<file path="src/rtl/inst_buffer_if.sv">
// inst_buffer_if: fetch-side push and decode-side pop handshakes of the instruction buffer
// Ports (signals): opcode_vld/opcode0/opcode1 in, inst_buff_full back-pressure out,
//                  dec_vld/dec_opcode out, dec_ready in (directions as seen by the buffer)
interface inst_buffer_if;
  logic        opcode_vld;
  logic [31:0] opcode0;
  logic [31:0] opcode1;
  logic        inst_buff_full;
  logic        dec_vld;
  logic [31:0] dec_opcode;
  logic        dec_ready;
  modport master (
    output opcode_vld, opcode0, opcode1, dec_ready,
    input  inst_buff_full, dec_vld, dec_opcode
  );
  modport slave (
    input  opcode_vld, opcode0, opcode1, dec_ready,
    output inst_buff_full, dec_vld, dec_opcode
  );
endinterface

</file>
<file path="src/rtl/inst_buffer.sv">
// inst_buffer: circular FIFO of opcodes, two-wide push from fetch, one-wide FWFT pop to decode
// Ports: clk, reset (async, active-high), ib (slave: fetch push + decode pop handshakes),
//        flush (clears contents and halt latch), count (occupancy),
//        halt_latched (PIPE_HALT accepted), overflow_err (sticky dropped push)
module inst_buffer #(
  parameter int         DEPTH       = 16,
  parameter int         FULL_MARGIN = 6,
  parameter logic [7:0] PIPE_HALT   = 8'hFF
) (
  input  logic                   clk,
  input  logic                   reset,
  inst_buffer_if.slave           ib,
  input  logic                   flush,
  output logic [$clog2(DEPTH):0] count,
  output logic                   halt_latched,
  output logic                   overflow_err
);
  localparam int AW = $clog2(DEPTH);
  localparam int CW = AW + 1;
  logic [31:0]   mem [DEPTH];
  logic [AW-1:0] wr_ptr, rd_ptr, wr_ptr1;
  logic [CW-1:0] n, space;
  logic          req, h0, h1, fits, push, pop;
  always_comb begin
    h0      = ib.opcode0[31:24] == PIPE_HALT;
    h1      = ib.opcode1[31:24] == PIPE_HALT;
    n       = h0 ? CW'(1) : CW'(2);
    space   = CW'(DEPTH) - count;
    req     = ib.opcode_vld && !flush && !halt_latched;
    fits    = space >= n;
    push    = req && fits;
    pop     = ib.dec_vld && ib.dec_ready && !flush;
    wr_ptr1 = wr_ptr + AW'(1);
  end
  assign ib.dec_vld        = count != '0;
  assign ib.dec_opcode     = ib.dec_vld ? mem[rd_ptr] : '0;
  assign ib.inst_buff_full = count > CW'(DEPTH - FULL_MARGIN);
  // Space is judged on the occupancy before this cycle's pop, so a pop never makes room for a same-cycle push.
  always_ff @(posedge clk or posedge reset)
    if (reset) begin
      wr_ptr       <= '0;
      rd_ptr       <= '0;
      count        <= '0;
      halt_latched <= 1'b0;
      overflow_err <= 1'b0;
    end else if (flush) begin
      wr_ptr       <= '0;
      rd_ptr       <= '0;
      count        <= '0;
      halt_latched <= 1'b0;
    end else begin
      if (push) wr_ptr <= wr_ptr + AW'(n);
      if (pop) rd_ptr <= rd_ptr + AW'(1);
      count <= count + (push ? n : '0) - CW'(pop);
      if (push && (h0 || h1)) halt_latched <= 1'b1;
      if (req && !fits) overflow_err <= 1'b1;
    end
  // A halt in opcode0 ends the stream, so the younger word is not stored.
  always_ff @(posedge clk)
    if (push) begin
      mem[wr_ptr] <= ib.opcode0;
      if (!h0) mem[wr_ptr1] <= ib.opcode1;
    end
endmodule
</file>
<file path="src/flat_wrapper.sv">
// flat-port wrapper written by rule: the top's interface ports become plain ports
module inst_buffer_flat 
#(
  parameter int         DEPTH       = 16,
  parameter int         FULL_MARGIN = 6,
  parameter logic [7:0] PIPE_HALT   = 8'hFF
)
  (clk, reset, flush, count, halt_latched, overflow_err, ib_opcode_vld, ib_opcode0, ib_opcode1, ib_dec_ready, ib_inst_buff_full, ib_dec_vld, ib_dec_opcode);
  inst_buffer_if ib_i ();
  input  logic clk;
  input  logic reset;
  input  logic flush;
  output logic [$clog2(DEPTH):0] count;
  output logic halt_latched;
  output logic overflow_err;
  input wire logic [$bits(ib_i.opcode_vld)-1:0] ib_opcode_vld;
  input wire logic [$bits(ib_i.opcode0)-1:0] ib_opcode0;
  input wire logic [$bits(ib_i.opcode1)-1:0] ib_opcode1;
  input wire logic [$bits(ib_i.dec_ready)-1:0] ib_dec_ready;
  output wire logic [$bits(ib_i.inst_buff_full)-1:0] ib_inst_buff_full;
  output wire logic [$bits(ib_i.dec_vld)-1:0] ib_dec_vld;
  output wire logic [$bits(ib_i.dec_opcode)-1:0] ib_dec_opcode;
  assign ib_i.opcode_vld = ib_opcode_vld;
  assign ib_i.opcode0 = ib_opcode0;
  assign ib_i.opcode1 = ib_opcode1;
  assign ib_i.dec_ready = ib_dec_ready;
  assign ib_inst_buff_full = ib_i.inst_buff_full;
  assign ib_dec_vld = ib_i.dec_vld;
  assign ib_dec_opcode = ib_i.dec_opcode;
  inst_buffer #(.DEPTH(DEPTH), .FULL_MARGIN(FULL_MARGIN), .PIPE_HALT(PIPE_HALT)) u_core (.clk(clk), .reset(reset), .ib(ib_i), .flush(flush), .count(count), .halt_latched(halt_latched), .overflow_err(overflow_err));
endmodule
</file>
<file path="config.mk">
export PLATFORM = sky130hd
export DESIGN_NAME = inst_buffer_flat
export DESIGN_NICKNAME = d
export VERILOG_FILES = /design/src/rtl/inst_buffer_if.sv /design/src/rtl/inst_buffer.sv /design/src/flat_wrapper.sv
export SDC_FILE = /design/constraint.sdc
export NUM_CORES = 1
export LEC_CHECK = 0
export CAP_MARGIN = 20
export CORE_ASPECT_RATIO = 1.1
export CORE_MARGIN = 5
export CORE_UTILIZATION = 56
export DETAILED_ROUTE_END_ITERATION = 8
export GPL_TIMING_DRIVEN = 0
export PLACE_DENSITY = 0.77
export REMOVE_ABC_BUFFERS = 1
export SYNTH_ARGS = -nofsm -noshare
export SYNTH_HDL_FRONTEND = slang
export SYNTH_SLANG_ARGS = --single-unit
</file>
<file path="constraint.sdc">
create_clock -name clk -period 5.9 [get_ports clk]
set_input_delay 0.885 -clock clk [delete_from_list [all_inputs] [get_ports clk]]
set_output_delay 0.885 -clock clk [all_outputs]
set_load 0.05 [all_outputs]
</file>
==> impl_results.md, run 1 <==
* Status: complete, no violations
* # setup viols final at 0
* Root buffer cell: clkbuf_16
* PwrDens at around 360 nW/um2
* Hold-fix buffers at CTS at 0
* Crit path to: u_core.count[4]
* Clock Skew at 0.0167 ns
* Final period utilization at 0.942
* Slew margin rel. at 0.256
* Maximum VDD drop at approximately 0.00025 V
* Final Net Count at 1841
* Max Freq at between 0.15 and 0.2 GHz
* Post-route minimum period at 5.56 ns
* Reg-to-reg startpoint: u_core.count[2]
* CTS H-tree lvls at 2
* I/O pin cnt at 110
* Post-cts resize count at 0
* Maximum root-to-sink buffer count at 3
* Initial antenna violation count at 6
* Global placement routability congestion at roughly 0.79
* DIE WIDTH at ~220 um
* Final core utilization at 0.658
* Pin count of the biggest net entering global routing at 59
* Syn Std Cell Area at between 20000 and 30000 um2
* Slew @ Worst Pin at roughly 1.1 ns
* Post-place setup slack at -0.146 ns
* Setup CP Type: in2reg
* Ys flop type: edfxtp_1
* Reg2reg setup slack at 2.01 ns
* ANT nets after route at 0
* RSZ-0062 raised after global routing: false
* Final WS setup at 0.343 ns
* Synthesized area per cell at between 15 and 20 um2
* Arr. time, crit path at between 6 and 7 ns
* Global-route usage over all layers at 0.272
* Async SR Flop Fraction at 0.0285
* Vias per cell at between 6 and 7
* Inserted Clock Buffers at 53
* Synth-to-Final Area Change at 17.0%
* Share of layout cells above drive strength 1 at 0.453
* Pleak at 10.1 nW
* CTS tree: yes
* Total length of routed wires at approximately 73000 um
* Post-synthesis cell count at ~1600
* Initial core utilization at 0.562
* FP Rows at between 80 and 90
* Flops & latches, synth at approximately 530
* Worst R2R End: u_core.mem[7][9]
* Postcts setup bufs at 0
* Fillers at roughly 3300
* HP Class: reg2reg
* Register area share after synthesis at 0.576
* CP Launch Point: ib_opcode0[30]
* Total grt overflow at 0
* Number of remaining DRC errors at 0
* Startpoint Class: primary input
* Final Hold Fails at 0
* Die area at between 50000 and 60000 um2
* Vias in the first global route at approximately 17000
* Max-capacitance violation count at 0
* Clock latency on the worst-skew pair at 0.61 ns
* Post-Place Cell Area at about 30000 um2
* DR iter-0 viols at 1786
* Post-synth EDFFs at 512
* Endpoint class of the critical path: flip-flop
* First-pass GRT wire length at ~110000 um
* Vias at 16000
* Die height at 242 um
* Yosys Warn Count at 0
* Final max-slew violation count at 0
* Clk sink count at roughly 530
* Cell area after layout at about 32000 um2
* Critical path fanouts, max at 17
* Count of input and output buffers at between 100 and 150
* Core Area at roughly 50000 um2
* HPWL after DPL at between 40000 and 50000 um
* CP required at 6.35 ns
* Worst Reg2Reg Path Length in Cells at 12
* Distinct cells, synth at 48
* Drt pass-1 iters at 7
* Clk slew on worst S/H paths at ~0.060 ns
* Average wire per standard cell at approximately 30 um
==> flip-flops by register name, summed over array words and instances, names as in the netlist <==
signal               flops
u_core.rd_ptr            4
u_core.wr_ptr            4
u_core.overflow_err      1
u_core.halt_latched      1
u_core.mem             512
u_core.count             5
==> stage by stage <==
stage | power [mW] | std cells | hold WS (ns) | setup TNS (ns)
detailed placement | 8.57 | 2350 | 0.474 | -1.34
global route | 12.0 | 2448 | 0.531 | 0
CTS | 11.6 | 2445 | 0.487 | 0
floorplan | 7.25 | 1472 | 0.552 | -311.56
finish | 11.6 | 2448 | 0.480 | 0
global placement | 8.43 | 2233 | 0.461 | -3863.90
==> Yosys cell counts, types with 8 or more instances <==
cell,instances,area [um2]
a21oi_1,11,55.1
a21oi_2,8,70.1
a32oi_1,8,70.1
buf_1,11,41.3
buf_2,41,205
buf_4,26,195
clkbuf_1,92,345
dfrtp_1,15,375
edfxtp_1,512,15400
ha_1,17,213
inv_1,16,60.1
mux2_1,41,462
mux2_2,472,5320
mux2i_1,68,681
mux4_2,117,2640
nand2_1,24,90.1
nand2b_1,9,56.3
nand4_1,10,62.6
nor2_1,18,67.6
nor2b_1,13,81.3
o2111ai_1,15,131
o22ai_1,22,138
==> cell families (layout without fill, tap and decap cells) <==
group / count (synthesis) / in the layout / share of synthesized area
multiplexers: 698 / 698 / 0.333
AND/OR/NAND/NOR: 107 / 107 / 0.0205
other: 0 / 3 / 0
buffers and inverters: 187 / 338 / 0.0311
AO/OA/AOI/OAI: 96 / 96 / 0.0270
flip-flops: 527 / 527 / 0.576
adder cells (fa/ha/maj): 19 / 19 / 0.00925
XOR/XNOR: 8 / 8 / 0.00284
==> how the worst min path moves through the flow <==
stage,from,end,slack (ns),depth (start not counted)
4_1_cts,u_core.overflow_err,u_core.overflow_err,0.49,1
3_3_place_gp,u_core.overflow_err,u_core.overflow_err,0.46,1
6_report,u_core.overflow_err,u_core.overflow_err,0.48,1
5_1_grt,u_core.overflow_err,u_core.overflow_err,0.53,1
2_1_floorplan,u_core.rd_ptr[3],u_core.rd_ptr[3],0.55,2
3_5_place_dp,u_core.overflow_err,u_core.overflow_err,0.47,1
==> layer usage <==
layer,global-route usage,vias up,part of all wire
met5,0,-,0.00019
met1,0.368,8281,0.39
met2,0.450,769,0.50
met3,0.0478,173,0.072
met4,0.0940,4,0.035
li1,-,6816,-
==> worst max-delay path: stages <==
cell and delay (ns):
clkdlybuf4s50_1 0.89, nand4_1 0.70, or2_1 0.60, inv_2 0.20, ha_1 0.26, nand2b_1 0.21
a211o_1 0.36, o21ai_2 0.47, nand2b_1 0.18, ha_1 0.26, fa_1 0.40, nand2b_1 0.16
a21oi_1 0.22, o21a_1 0.14, nor3_1 0.04
==> cell usage in the layout (no fill, tap or decap), types with 17 or more instances in the layout <==
cell and n:
clkinv_1 21, o22ai_1 22, mux2_2 472, mux2_1 41, mux2i_1 68, edfxtp_1 512, buf_16 26, buf_6 33
clkdlybuf4s50_1 109, nand2_1 24, ha_1 17, clkbuf_16 55, buf_4 43, mux4_2 117
==> layout make-up <==
| cell class | count | area (um2) | share of cell area |
|---|---|---|---|
| antenna | 3 | 7.51 | 0.000235 |
| sequential | 527 | 15800 | 0.493 |
| multi-input combinational | 928 | 11000 | 0.344 |
| timing repair buffer | 226 | 2780 | 0.0870 |
| clock inverter | 28 | 120 | 0.00376 |
| tap | 652 | 816 | 0.0255 |
| inverter | 17 | 63.8 | 0.00200 |
| clock buffer | 67 | 1420 | 0.0445 |
==> power by group <==
part | internal, mW | switching [mW] | leakage [nW] | total, mW
Clock | 1.69 | 1.40 | 0.749 | 3.09
Combinational | 1.69 | 2.28 | 4.51 | 3.98
Sequential | 4.37 | 0.153 | 4.81 | 4.52
Total | 7.75 | 3.84 | 10.1 | 11.6
Power figures use the tool's default switching activity.
==> run 2, diff against run 1 <==
--- a/config.mk
+++ b/config.mk
@@ -10,9 +10,9 @@
 export CORE_MARGIN = 5
 export CORE_UTILIZATION = 56
 export DETAILED_ROUTE_END_ITERATION = 8
-export GPL_TIMING_DRIVEN = 0
 export PLACE_DENSITY = 0.77
 export REMOVE_ABC_BUFFERS = 1
+export SLEW_MARGIN = 20
 export SYNTH_ARGS = -nofsm -noshare
 export SYNTH_HDL_FRONTEND = slang
 export SYNTH_SLANG_ARGS = --single-unit
==> impl_results.md, run 2 (synthesis gave the netlist of run 1 again) <==
* Global placement routability congestion at 0.817 (+4.0%)
* Final core utilization at 0.639 (-0.0190)
* Arr. time, crit path at 3.94 ns (-2.07 ns)
* Hold WS at 0.495 ns (+0.0156 ns)
* Clock Skew at 0.0310 ns (+0.0143 ns)
* Cell Chain, Critical Path: inv_1 -> ha_1 -> and2_1 -> ha_1 -> or2_2 -> o22ai_1 -> clkdlybuf4s50_1
* Slew @ Worst Pin at 1.05 ns (-0.0588 ns)
* Total grt overflow at 0 (unchanged)
* Pleak at 9.69 nW (-3.9%)
* Clock latency on the worst-skew pair at 0.61 ns (about the same)
* Number of remaining DRC errors at 0 (unchanged)
* Total length of routed wires at 70500 um (-3.3%)
* Vias at 15600 (-2.5%)
* Final max-slew violation count at 0 (unchanged)
* ANT nets after route at 0 (unchanged)
* CTS H-tree lvls at 2 (unchanged)
* Startpoint Class: flip-flop
* FP Rows at 85 (unchanged)
* I/O pin cnt at 110 (unchanged)
* Top flop regs: u_core.mem: 512 flops, u_core.count: 5 flops
* Most common cell after layout, fill and taps aside: edfxtp_1
* Fillers at 3471 (+5.4%)
* Clk sink count at 527 (unchanged)
* Pin count of the biggest net entering global routing at 55 (-6.8%)
* CP most frequent cell: ha_1
* Synth-to-Final Area Change at 13.6%
* Inserted Clock Buffers at 53 (unchanged)
* Initial core utilization at 0.562 (unchanged)
* First-pass GRT wire length at 106000 um (-2.6%)
* Endpoint class of the critical path: primary output
* Core Area at 48600 um2 (unchanged)
* Share of layout cells above drive strength 1 at 0.445 (-0.00892)
* Max FFs per register at 512 (unchanged)
* Vias per cell at 6.52 (-0.58%)
* CP required at 5.02 ns (-1.33 ns)
* Global-route usage over all layers at 0.264 (-0.00845)
* Max-capacitance violation count at 0 (unchanged)
* Status: complete, no violations
* Initial antenna violation count at 1 (-5)
* Critical path fanouts, max at 21 (+4)
* Hold-fix buffers at CTS at 0 (unchanged)
* Count of input and output buffers at 109 (unchanged)
* DIE WIDTH at 221 um (unchanged)
* Die area at 53300 um2 (unchanged)
* RSZ-0062 raised after global routing: false
* Maximum VDD drop at 0.000271 V (+8.1%)
* Clk slew on worst S/H paths at 0.07 ns (about the same)
* # setup viols final at 0 (unchanged)
* Maximum root-to-sink buffer count at 3 (unchanged)
* HPWL after DPL at 40500 um (-16%)
* Root buffer cell: clkbuf_16
* Crit path largest cell delay at 0.90 ns (about the same)
* Slowest-stage cell, CP: clkdlybuf4s50_1
* Final Net Count at 1793 (-2.6%)
* Post-route minimum period at 4.82 ns (-0.736 ns)
* Post-cts resize count at 0 (unchanged)
* Slew margin rel. at 0.294 (+0.0385)
* Commonest non-fill, non-tap cells in the layout: edfxtp_1 (512), mux2_2 (472), mux4_2 (117)
* HP Class: reg2reg
* Setup CP Type: reg2out
* Largest Register: u_core.mem
* Final period utilization at 0.817 (-0.125)
* Postcts setup bufs at 0 (unchanged)
* DR iter-0 viols at 1725 (-3.4%)
* Vias in the first global route at 16400 (-2.8%)
* Max Freq at 0.207 GHz (+15%)
* Average wire per standard cell at 29.4 um (-1.4%)
* Setup tns final at 0 ns (unchanged)
* Drt pass-1 iters at 5 (-2)
* Die height at 242 um (unchanged)
* CTS tree: yes
* PwrDens at 374 nW/um2 (+3.0%)
* Final Hold Fails at 0 (unchanged)
run 2: through the flow:
stage	instance area [um2]	total power, mW	std cells	setup slack, ns
floorplan	26500	7.25	1472	-1.78
global placement	29400	8.37	2302	0.819
detailed placement	29400	8.41	2302	0.754
CTS	31000	11.7	2400	1.09
global route	31000	12.0	2401	0.983
finish	31000	11.6	2401	1.08
run 2: final timing paths:
| kind | startpoint | endpoint | slack, ns | depth (start not counted) |
|---|---|---|---|---|
| setup / recovery | u_core.count[2] | ib_dec_opcode[25] | 1.08 | 7 |
| hold reg to reg | u_core.overflow_err | u_core.overflow_err | 0.50 | 1 |
| min in group asynchronous | reset | u_core.rd_ptr[0] | 0.64 | 2 |
| setup reg to reg | u_core.count[2] | u_core.count[4] | 2.45 | 15 |
| hold / removal | u_core.overflow_err | u_core.overflow_err | 0.50 | 1 |
| max in group asynchronous | reset | u_core.rd_ptr[1] | 4.81 | 2 |
run 2: where the power goes:
group | leakage [nW] | internal, mW | switching, mW | total [mW]
registers | 4.81 | 4.37 | 0.179 | 4.55
clock network | 0.824 | 1.85 | 1.42 | 3.27
logic | 4.05 | 1.57 | 2.21 | 3.78
run 2: critical path: cells and delay by family, from the launching register on:
family	cells	cell delay [ns]
compound gates	1	0.57
fa+ha+maj	2	0.46
buf+inv	2	1.03
flops	1	0.48
simple gates	2	0.78
run 2: layout make-up:
type | count | area, um2 | share of cell area
Sequential cell | 527 | 15800 | 0.508
Inverter | 17 | 63.8 | 0.00206
Timing Repair Buffer | 178 | 1750 | 0.0563
Antenna cell | 1 | 2.50 | 0.0000806
Clock buffer | 62 | 1380 | 0.0445
Clock inverter | 36 | 280 | 0.00903
Multi-Input combinational cell | 928 | 11000 | 0.354
Tap cell | 652 | 816 | 0.0263
run 2: per-layer routing:
layer	track usage	up-vias	routed length (um)
li1	-	6716	-
met1	0.354	8141	27500
met2	0.442	633	35700
met3	0.0369	153	4490
met4	0.0960	0	2840
met5	0	-	0
